**src/rtl/alu_seq_pkg.sv**
```systemverilog
// Shared definitions for the ALU command sequencer: ALU function codes and
// the bit layout of the four-bit class-flag vector returned with each result.
package alu_seq_pkg;

  typedef enum logic [3:0] {
    ADD      = 4'd0,
    SUB      = 4'd1,
    MUL      = 4'd2,
    DIV      = 4'd3,
    AND      = 4'd4,
    OR       = 4'd5,
    NAND     = 4'd6,
    NOR      = 4'd7,
    XOR      = 4'd8,
    XNOR     = 4'd9,
    CMP_EQ   = 4'd10,
    CMP_GT   = 4'd11,
    CMP_LT   = 4'd12,
    SHR      = 4'd13,
    SHL      = 4'd14,
    IDLE_FUN = 4'd15
  } alu_fun_e;

  localparam int FLAG_W     = 4;
  localparam int FLAG_ARITH = 3;
  localparam int FLAG_LOGIC = 2;
  localparam int FLAG_CMP   = 1;
  localparam int FLAG_SHIFT = 0;

endpackage

```
**src/rtl/alu_cmd_seq_sync_fifo.sv**
```systemverilog
// Single-clock FIFO with storage held in flops and a read port taken straight
// from the head entry; push and pop may coincide at any fill level.
module sync_fifo #(
  parameter int WIDTH = 8,
  parameter int DEPTH = 4
) (
  input  logic                     clk,
  input  logic                     rst,
  input  logic                     wr_en,
  input  logic [WIDTH-1:0]         wr_data,
  input  logic                     rd_en,
  output logic [WIDTH-1:0]         rd_data,
  output logic                     full,
  output logic                     empty,
  output logic [$clog2(DEPTH):0]   count
);

  localparam int AW = $clog2(DEPTH);
  localparam logic [AW:0] FULL_CNT = (AW+1)'(DEPTH);

  logic [WIDTH-1:0] mem [DEPTH];
  logic [AW-1:0]    wr_ptr;
  logic [AW-1:0]    rd_ptr;
  logic             do_wr;
  logic             do_rd;

  // A write into a full FIFO is only allowed when the head leaves in the same cycle.
  assign full    = (count == FULL_CNT);
  assign empty   = (count == '0);
  assign do_rd   = rd_en & ~empty;
  assign do_wr   = wr_en & (~full | do_rd);
  assign rd_data = mem[rd_ptr];

  always_ff @(posedge clk) begin
    if (rst) begin
      wr_ptr <= '0;
      rd_ptr <= '0;
      count  <= '0;
    end else begin
      if (do_wr) begin
        mem[wr_ptr] <= wr_data;
        wr_ptr      <= wr_ptr + 1'b1;
      end
      if (do_rd) begin
        rd_ptr <= rd_ptr + 1'b1;
      end
      case ({do_wr, do_rd})
        2'b10:   count <= count + 1'b1;
        2'b01:   count <= count - 1'b1;
        default: count <= count;
      endcase
    end
  end

endmodule

```
**src/rtl/alu_cmd_seq.sv**
```systemverilog
// Command sequencer in front of the registered ALU: queues commands, issues one
// per cycle when result space is reserved, and queues each result with its flags.
module alu_cmd_seq
  import alu_seq_pkg::*;
#(
  parameter int n     = 16,
  parameter int DEPTH = 4
) (
  input  logic                CLK,
  input  logic                RST,
  input  logic                cmd_valid,
  output logic                cmd_ready,
  input  logic [3:0]          cmd_fun,
  input  logic [n:0]          cmd_a,
  input  logic [n:0]          cmd_b,
  output logic [n:0]          ALU_A,
  output logic [n:0]          ALU_B,
  output logic [3:0]          ALU_FUN,
  input  logic [n+1:0]        ALU_OUT,
  input  logic                Arith_Flag,
  input  logic                Logic_Flag,
  input  logic                CMP_Flag,
  input  logic                Shift_Flag,
  output logic                res_valid,
  input  logic                res_ready,
  output logic [n+1:0]        res_data,
  output logic [FLAG_W-1:0]   res_flags
);

  localparam int CW   = 4 + 2 * (n + 1);
  localparam int RW   = n + 2 + FLAG_W;
  localparam int CNTW = $clog2(DEPTH) + 1;
  localparam logic [CNTW:0] OCC_LIMIT = (CNTW+1)'(DEPTH);

  logic [CW-1:0]     cmd_head;
  logic              cmd_full;
  logic              cmd_empty;
  logic [CNTW-1:0]   unused_cmd_count;
  logic [RW-1:0]     res_head;
  logic              res_empty;
  logic              unused_res_full;
  logic [CNTW-1:0]   res_count;
  logic              in_flight;
  logic              issue;
  logic [CNTW:0]     occupancy;
  logic [FLAG_W-1:0] flag_now;
  logic [FLAG_W-1:0] flag_reg;

  assign cmd_ready = ~cmd_full & ~RST;
  assign occupancy = {1'b0, res_count} + {{CNTW{1'b0}}, in_flight};
  assign issue     = ~RST & ~cmd_empty & (occupancy < OCC_LIMIT);

  sync_fifo #(.WIDTH(CW), .DEPTH(DEPTH)) u_cmd_fifo (
    .clk     (CLK),
    .rst     (RST),
    .wr_en   (cmd_valid & cmd_ready),
    .wr_data ({cmd_fun, cmd_a, cmd_b}),
    .rd_en   (issue),
    .rd_data (cmd_head),
    .full    (cmd_full),
    .empty   (cmd_empty),
    .count   (unused_cmd_count)
  );

  // The ALU has no hold input, so it sees the idle code whenever nothing issues.
  always_comb begin
    ALU_FUN = IDLE_FUN;
    ALU_A   = '0;
    ALU_B   = '0;
    if (issue) begin
      {ALU_FUN, ALU_A, ALU_B} = cmd_head;
    end
  end

  always_comb begin
    flag_now             = '0;
    flag_now[FLAG_ARITH] = Arith_Flag;
    flag_now[FLAG_LOGIC] = Logic_Flag;
    flag_now[FLAG_CMP]   = CMP_Flag;
    flag_now[FLAG_SHIFT] = Shift_Flag;
  end

  always_ff @(posedge CLK) begin
    if (RST) begin
      in_flight <= 1'b0;
      flag_reg  <= '0;
    end else begin
      in_flight <= issue;
      if (issue) begin
        flag_reg <= flag_now;
      end
    end
  end

  sync_fifo #(.WIDTH(RW), .DEPTH(DEPTH)) u_res_fifo (
    .clk     (CLK),
    .rst     (RST),
    .wr_en   (in_flight & ~RST),
    .wr_data ({ALU_OUT, flag_reg}),
    .rd_en   (res_ready & res_valid),
    .rd_data (res_head),
    .full    (unused_res_full),
    .empty   (res_empty),
    .count   (res_count)
  );

  assign res_valid = ~res_empty;
  assign res_data  = res_empty ? '0 : res_head[RW-1:FLAG_W];
  assign res_flags = res_empty ? '0 : res_head[FLAG_W-1:0];

endmodule

```
**config.mk**
```make
export PLATFORM = sky130hd
export DESIGN_NAME = alu_cmd_seq
export DESIGN_NICKNAME = d
export VERILOG_FILES = /design/src/rtl/alu_seq_pkg.sv /design/src/rtl/alu_cmd_seq_sync_fifo.sv /design/src/rtl/alu_cmd_seq.sv
export SDC_FILE = /design/constraint.sdc
export NUM_CORES = 1
export LEC_CHECK = 0
export CAP_MARGIN = 20
export CORE_UTILIZATION = 55
export CTS_BUF_LIST = sky130_fd_sc_hd__clkbuf_4 sky130_fd_sc_hd__clkbuf_8
export DETAILED_ROUTE_END_ITERATION = 6
export PLACE_DENSITY = 0.83
export REMOVE_ABC_BUFFERS = 1
export SETUP_SLACK_MARGIN = 0.4
export SLEW_MARGIN = 30
export SYNTH_ARGS = -nofsm -noshare
export SYNTH_HDL_FRONTEND = slang
export SYNTH_SLANG_ARGS = --single-unit
```
**constraint.sdc**
```tcl
create_clock -name CLK -period 6.7 [get_ports CLK]
set_clock_uncertainty 0.1 [all_clocks]
set_input_delay 1.005 -clock CLK [delete_from_list [all_inputs] [get_ports CLK]]
set_output_delay 1.005 -clock CLK [all_outputs]
set_load 0.02 [all_outputs]
```
After elaboration in Yosys (flattened, before gate mapping):

Memories as Yosys holds them, arrays and structs flattened. A register that Yosys moved wholly into a read port is not among the register bits.
Cells that the tools add are included.

* memories: 2
* register bits after elaboration: 19
* input bits: 64
* RAM bits: 240

Memories
* u_cmd_fifo.mem: words 4, width 38, read ports 1, clocked after Yosys merged registers in 1, write ports 1, line alu_cmd_seq_sync_fifo.sv:21 `logic [WIDTH-1:0] mem [DEPTH];`
* u_res_fifo.mem: words 4, width 22, read ports 1, clocked after Yosys merged registers in 1, write ports 1, line alu_cmd_seq_sync_fifo.sv:21

* multiplexer cells: 17
* $lt $le $gt $ge: 1
* reduce and logical (&&, ||, !) cells: 4
* eq/ne operators: 6
* add/subtract/negate cells: 9
* bitwise logic cells: 17

Operators with widths (number)
* 17-bit two-way mux: 2
* 18-bit two-way mux: 1
* 3-bit case mux with 2 select lines: 2
* 1-bit bitwise AND: 10
* 2-bit by 1-bit adder with 2-bit output (second input constant): 4
* 2-bit two-way mux: 4
* 4-bit two-way mux: 2
* 3-bit by 1-bit adder with 3-bit output (second input constant): 2
* 3-bit equality test (second input constant): 2
* 3-bit zero test: 2
* 1-bit two-way mux: 6
* 3-bit by 1-bit subtractor with 3-bit output (second input constant): 2
* 1-bit NOT: 5
* 3-bit by 1-bit adder with 4-bit output: 1
* 2-bit by 1-bit equality test with 1-bit output (second input constant): 2
* 2-bit equality test (second input constant): 2
* 4-bit by 3-bit < comparator with 1-bit output (second input constant): 1
* 2-bit nonzero test: 2
* 1-bit OR: 2

Logic depth before layout (Yosys ltp):

Gate-level depths: netlist of run 1.

* word-level depth: 10
* gate-level depth with buffers: 10
* depth with buffers taken out: 9

Cells and area by module:

From an unflattened synthesis of run 1, not the netlist that was laid out.

* cell total of the unflattened synthesis: 530
* area total of the unflattened synthesis: 10380.0 µm²

Modules (own cells, without submodules)
* sync_fifo (u_cmd_fifo): seq. area each 4744.6 µm², times used 1, cells each 264, area an instance 6074.6 µm²
* sync_fifo (u_res_fifo): seq. area each 2822.7 µm², times used 1, cells each 168, area an instance 3648.5 µm²
* alu_cmd_seq: seq. area each 100.1 µm², times used 1, cells each 98, area an instance 656.9 µm²

Worst setup path after synthesis of run 1:

OpenSTA, ideal clock, no wires.

* path type: input to output
* start: input RST
* end: output ALU_A[0]
* data required time: 5.595 ns
* data arrival time: 2.034 ns
* setup slack: 3.561 ns
* stages: 5
* cells stage by stage: a311oi_1 o31ai_2 inv_2 clkbuf_1 and2_1

* longest elaborated chain between the ends: 4

Ends and longest elaborated chain
* from (decl): line alu_cmd_seq.sv:10 `input logic RST,`
* 1-bit NOT: line alu_cmd_seq.sv:51 `assign issue = ~RST & ~cmd_empty & (occupancy < OCC_LIMIT);`
* 1-bit bitwise AND (2 in a row): line alu_cmd_seq.sv:51
* 17-bit two-way mux: line alu_cmd_seq.sv:70 `if (issue) begin`
* to (decl): line alu_cmd_seq.sv:16 `output logic [n:0] ALU_A,`

No other way between the ends.

Final worst setup path of run 1:

* start: input RST
* end: output ALU_A[7]

Same word-level chain as after synthesis.

==> impl_results.md, run 1 <==
- Fin nets: 730
- Row count: 49
- Die Wd: 138 um
- Synth cell types: 37
- Power per Cell Area: 359 mW/mm^2
- Slowest CP cell: clkdlybuf4s50_1
- Avg Inst Size Synth: 20.1 um^2
- Vias in the first global route: 5563
- Critical Path AT: 4.07 ns
- Final setup fails: 0
- Setup TNS: 0 ns
- Top FF cell, synth: edfxtp_1
- Max-slew violations: 0
- Asr flop ratio synth: 0%
- Max Cap Viol: 0
- Root Driver: clkbuf_8
- Fmax: 193 MHz
- Final Non-Filler Cells: 916
- Cell area after synthesis: 0.0102 mm^2
- Setup Buffers After CTS: 0
- Detailed-placement wirelength estimate: 10800 um
- I/O Pins: 126
- Clock Path Buffers: 3
- Register area share after synthesis: 75.4%
- Clock Latency Late Sink: 0.53 ns
- Startpoint Class: primary input
- Critical Path Sink Type: output pin
- Fin crit share: 77.2%
- # DRC: 0
- Area Overhead vs Synth: 22.1%
- Share of cells above drive strength 1: 20.7%
- Via density: 5.57
- Util after Layout: 68.9%
- Slew Limit Headroom: 44.0%
- Number of synthesized register bits: 263
- Tot GR Track Use: 19.8%
- GPL Wtd Cong: 0.710
- Worst path max stage delay: 0.84 ns
- Worst Path Required: 5.59 ns
- YS warnings: 0
- RSZ-0062 raised after global routing: no
- Antenna diode count: 0
- CTS buffer count: 40
- Die area: 0.0190 mm^2
- Max FFs per register: 152
- Largest net degree at the start of global routing: 46
- WL final: 18400 um
- Tmin final: 5.17 ns
- Total grt overflow: 0
- Clock sink count: 263
- Clock-pin slew on the worst setup and hold paths: 0.06 ns
- I/O Buffers: 125
- Most frequent CP cell: clkdlybuf4s50_1
- Fillers: 1135
- Leakage: 4.04 nW
- EDFF count, synth: 240
- Critical setup path kind: in -> out
- TritonRoute pass-1 iters: 4
- Drt wl/cell: 20.1 um
- Cts-stage hold buffer count: 0
- Measured slew at the worst slew-check pin: 0.837 ns
- Vias post-DR: 5105
- Post-CTS sizing: 0
- Die Span Y: 138 um
- Core Area: 0.0180 mm^2
- Initial DRC Count: 231
- Status: completed
- Worst-path cell chain: clkdlybuf4s50_1 -> a311oi_1 -> o31ai_2 -> inv_2 -> and2_1 -> clkdlybuf4s50_1
- Final ANT Viol Nets: 0
- Peak supply drop: 0.222 mV
- Initial antenna violation count: 0
- Initial Util: 56.4%
- Endpoints failing hold: 0
- Inst Count DP: 842
- Syn Inst Count: 507
- Htree depth: 2
- CP max FO: 45
- Global-route wire length before repair: 29000 um
- CTS tree: done
- Hold crit path type: reg -> reg
Yosys cell counts (2+ instances only):
cell type	count	area share [%]
buf_4	5	0.37
or3_1	2	0.12
buf_2	3	0.15
inv_1	14	0.52
nor2_1	14	0.52
xnor2_1	3	0.26
fa_1	2	0.39
o21ai_0	2	0.098
ha_1	9	1.1
and2_1	64	3.9
xor2_1	4	0.34
dfxtp_1	23	4.5
clkbuf_1	7	0.26
nand2b_1	6	0.37
a31oi_1	2	0.12
a311oi_1	2	0.17
o31ai_1	2	0.15
nand3_1	6	0.30
nand2_1	14	0.52
edfxtp_1	240	71
buf_6	2	0.22
buf_1	4	0.15
mux4_2	60	13
a21oi_1	4	0.20
through the flow:
step | setup WS [ns] | hold slack [ns] | total power [mW] | area [um^2]
after global placement | 1.71 | 0.336 | 3.20 | 11600
after floorplan | 3.03 | 0.327 | 2.77 | 10100
after CTS | 1.53 | 0.374 | 4.52 | 12400
after detailed placement | 1.53 | 0.366 | 3.24 | 11600
final | 1.53 | 0.377 | 4.46 | 12400
after global routing | 1.30 | 0.400 | 4.66 | 12400
worst paths after layout:
check	cells after the start	startpoint	end	slack (ns)
setup / recovery	6	RST	ALU_A[7]	1.53
hold reg to reg	1	u_cmd_fifo.rd_ptr[1]	flip-flop	0.38
hold / removal	1	u_cmd_fifo.rd_ptr[1]	flip-flop	0.38
setup reg to reg	9	in_flight	u_cmd_fifo.count[2]	3.63
layer usage:
metal  track usage [%]  routed length (um)
met1              24.5                7370
met2              34.5                9530
met3              4.99                1280
met4              6.07                 227
met5                 0                   0
report_power, final:
group          internal [mW]  switching (mW)  leakage [nW]
Clock                  0.697           0.575         0.420
Combinational          0.608           0.579          1.26
Sequential              1.92          0.0841          2.37
placed cells by master (no fill, tap or decap), types with 3 or more instances in the layout:
cell / count
edfxtp_1: 240
clkdlybuf4s50_1: 125
mux4_2: 60
and2_1: 56
clkbuf_8: 43
dfxtp_1: 20
inv_1: 14
nor2_1: 14
nand2_1: 14
clkbuf_4: 11
ha_1: 9
clkinv_1: 9
clkinv_2: 8
nand2b_1: 6
nand3_1: 6
and2_4: 4
and2_2: 4
a21oi_1: 4
xor2_1: 4
xnor2_1: 3
cell families (layout without fill, tap and decap cells):
family	after synthesis	after routing	share of synthesized area [%]
AOI/OAI and AO/OA	17	17	1.21
xor gates and xnor gates	7	7	0.603
adders and majority gates	11	11	1.50
buffers and inverters	36	216	1.70
DFF	263	263	75.4
muxes	62	62	13.5
and+or+nand+nor	111	111	6.14
critical path: cells and delay by family:
kind	cells	cell delay, ns
AO/OA/AOI/OAI	2	0.71
buffers and inverters	3	2.09
AND/OR/NAND/NOR	1	0.24
cell type report:
class	instances	area [um^2]	area share (%)
repair buffers	127	1270	10.2
well taps	229	287	2.31
inverters	15	56.3	0.453
clock inverters	20	119	0.957
clock buffers	54	674	5.43
multi-input cells	208	2350	18.9
flip-flops and latches	263	7670	61.8
Note: power is estimated with default switching activity, not from simulation.
==> run 2, diff against run 1 <==
Settings changed: CORE_UTILIZATION 55 to 52, PLACE_DENSITY 0.83 to 0.82.
Clock period 6.7 ns to 4.3 ns, I/O delays scaled along.
==> run 2 against run 1 <==
- die area grew 5.7%
- sequential power grew 56%
- combinational power grew 57%
- via count grew 1.8%
- final cell count grew 5.1%
==> impl_results.md, run 2 (same netlist as run 1, synthesis figures left out) <==
- Final Non-Filler Cells: 963
- CP delay by family, top: buffers and inverters
- WL final: 18900 um
- Multi-input gate area: 0.00234 mm^2
- Total grt overflow: 0
- Flop-to-flop setup slack: 1.35 ns
- Fillers: 1243
- Die area: 0.0201 mm^2
- Vias in the first global route: 5721
- Detailed-placement wirelength estimate: 11400 um
- Worst-path cell chain: buf_4 -> mux4_2 -> and2_1 -> clkdlybuf4s50_1
- Area post-placement: 0.0118 mm^2
- Slowest CP cell: mux4_2
- Die Wd: 142 um
- Initial Util: 53.7%
- Share of cells above drive strength 1: 22.5%
- Clock Path Buffers: 3
- Leakage: 4.15 nW
- Status: completed
- Critical setup path kind: reg -> out
- Worst Path Required: 3.56 ns
- Vias post-DR: 5195
- Measured slew at the worst slew-check pin: 0.797 ns
- Hold Crit Depth: 1
- Clock-pin slew on the worst setup and hold paths: 0.06 ns
- Max Cap Viol: 0
- Global-route wire length before repair: 29700 um
- Startpoint Class: flip-flop
- Worst Hold Launch: u_cmd_fifo.rd_ptr[1]
- Total power: 7.11 mW
- Register Area: 0.00767 mm^2
- Tmin final: 3.59 ns
- CTS buffer count: 43
- Inst Count DP: 887
- Max FFs per register: 152
- Fin area: 0.0126 mm^2
- Largest net degree at the start of global routing: 41
- Die Span Y: 142 um
- Slew Limit Headroom: 46.8%
- I/O Buffers: 125
- # DRC: 0
- Area Overhead vs Synth: 24.0%
- Antenna diode count: 0
- Critical path depth: 4
- Bufs and invs on worst path: 2
- Initial DRC Count: 239
- CTS tree: done
- CP max FO: 38
- RSZ-0062 raised after global routing: no
- Peak supply drop: 0.309 mV
- Root Driver: clkbuf_8
- Worst r2r src: in_flight
- I/O Pins: 126
- Critical Path Sink Type: output pin
- Critical Path AT: 2.84 ns
- Worst r2r path cells: 10
- Commonest non-fill, non-tap cell in the layout: edfxtp_1
- Initial antenna violation count: 2
- GPL Wtd Cong: 0.738
- Via density: 5.39
- Clock sink count: 263
- Final ANT Viol Nets: 0
- Power per Cell Area: 564 mW/mm^2
- Endpoints failing hold: 0
- FF-to-FF End: u_cmd_fifo.count[2]
- TritonRoute pass-1 iters: 4
- Fmax: 279 MHz
- Clock Latency Late Sink: 0.54 ns
- Htree depth: 2
- Core Area: 0.0190 mm^2
- Fin crit share: 83.4%
- Most frequent cells in the layout: edfxtp_1, clkdlybuf4s50_1, mux4_2, and2_1, clkbuf_8
- Setup TNS: 0 ns
- Drt wl/cell: 19.6 um
- Max-slew violations: 0
- Worst path max stage delay: 0.63 ns
- Tot GR Track Use: 19.7%
- Fin nets: 747
- Final setup fails: 0
- Hold crit path type: reg -> reg
- Row count: 50
## run 2: cell types whose count changed in the layout (fill, tap and decap cells not counted), sizes merged
cell           change
buf               +15
clkbuf             +4
clkinvlp           -1
inv                +1
clkdlybuf4s50      -1
clkinv             -2
## run 2: layout make-up
cell class	instances	share of cell area [%]
clock inverter	18	0.903
inverter	15	0.466
sequential	263	60.8
timing repair buffer	141	10.9
multi-input combinational	208	18.5
tap	260	2.58
clock buffer	58	5.83
## run 2: worst register-to-register path, cell delays in order, from the launching register on
cell and delay (ns):
dfxtp_1 0.36, a311oi_1 0.37, o31ai_2 0.21, inv_4 0.34
buf_4 0.22, ha_1 0.20, inv_1 0.08, fa_1 0.38
xor2_1 0.17, or3_1 0.33, a21oi_1 0.14
## run 2: worst max path at each step
| stage | startpoint | to | slack (ns) |
|---|---|---|---|
| after floorplan | flip-flop | ALU_FUN[0] | 0.99 |
| after global placement | RST | ALU_A[9] | 0.55 |
| after detailed placement | RST | u_cmd_fifo.count[2] | 0.43 |
| after CTS | RST | ALU_A[6] | 0.50 |
| after global routing | flip-flop | ALU_B[13] | 0.56 |
| final | flip-flop | ALU_B[14] | 0.71 |
## run 2: where the power goes
group / switching (mW) / total [mW] / internal, mW
sequential: 0.132 / 3.12 / 2.99
combinational: 0.910 / 1.87 / 0.959
clock: 0.944 / 2.12 / 1.17
total: 1.99 / 7.11 / 5.12
## run 2: what timing repair did
action	in CTS	in global routing
buffers inserted	0	0
hold buffers	0	0
gates resized for setup	0	2
setup endpoints to repair	0	29
## run 2: per-layer routing
| layer | vias up | routed length [um] | GRT usage [%] |
|---|---|---|---|
| met4 | 2 | 334 | 7.19 |
| met1 | 2661 | 7450 | 23.0 |
| met5 | - | 13 | 0 |
| met2 | 175 | 9850 | 34.7 |
| met3 | 32 | 1250 | 5.74 |
| li1 | 2325 | - | - |
## run 2: stage by stage
stage	util (%)	hold WS, ns	worst slack (ns)
after floorplan	-	0.327	0.993
after global placement	62.0	0.332	0.551
after detailed placement	62.1	0.400	0.433
after CTS	66.5	0.414	0.504
after global routing	66.5	0.414	0.563
final	66.5	0.404	0.713
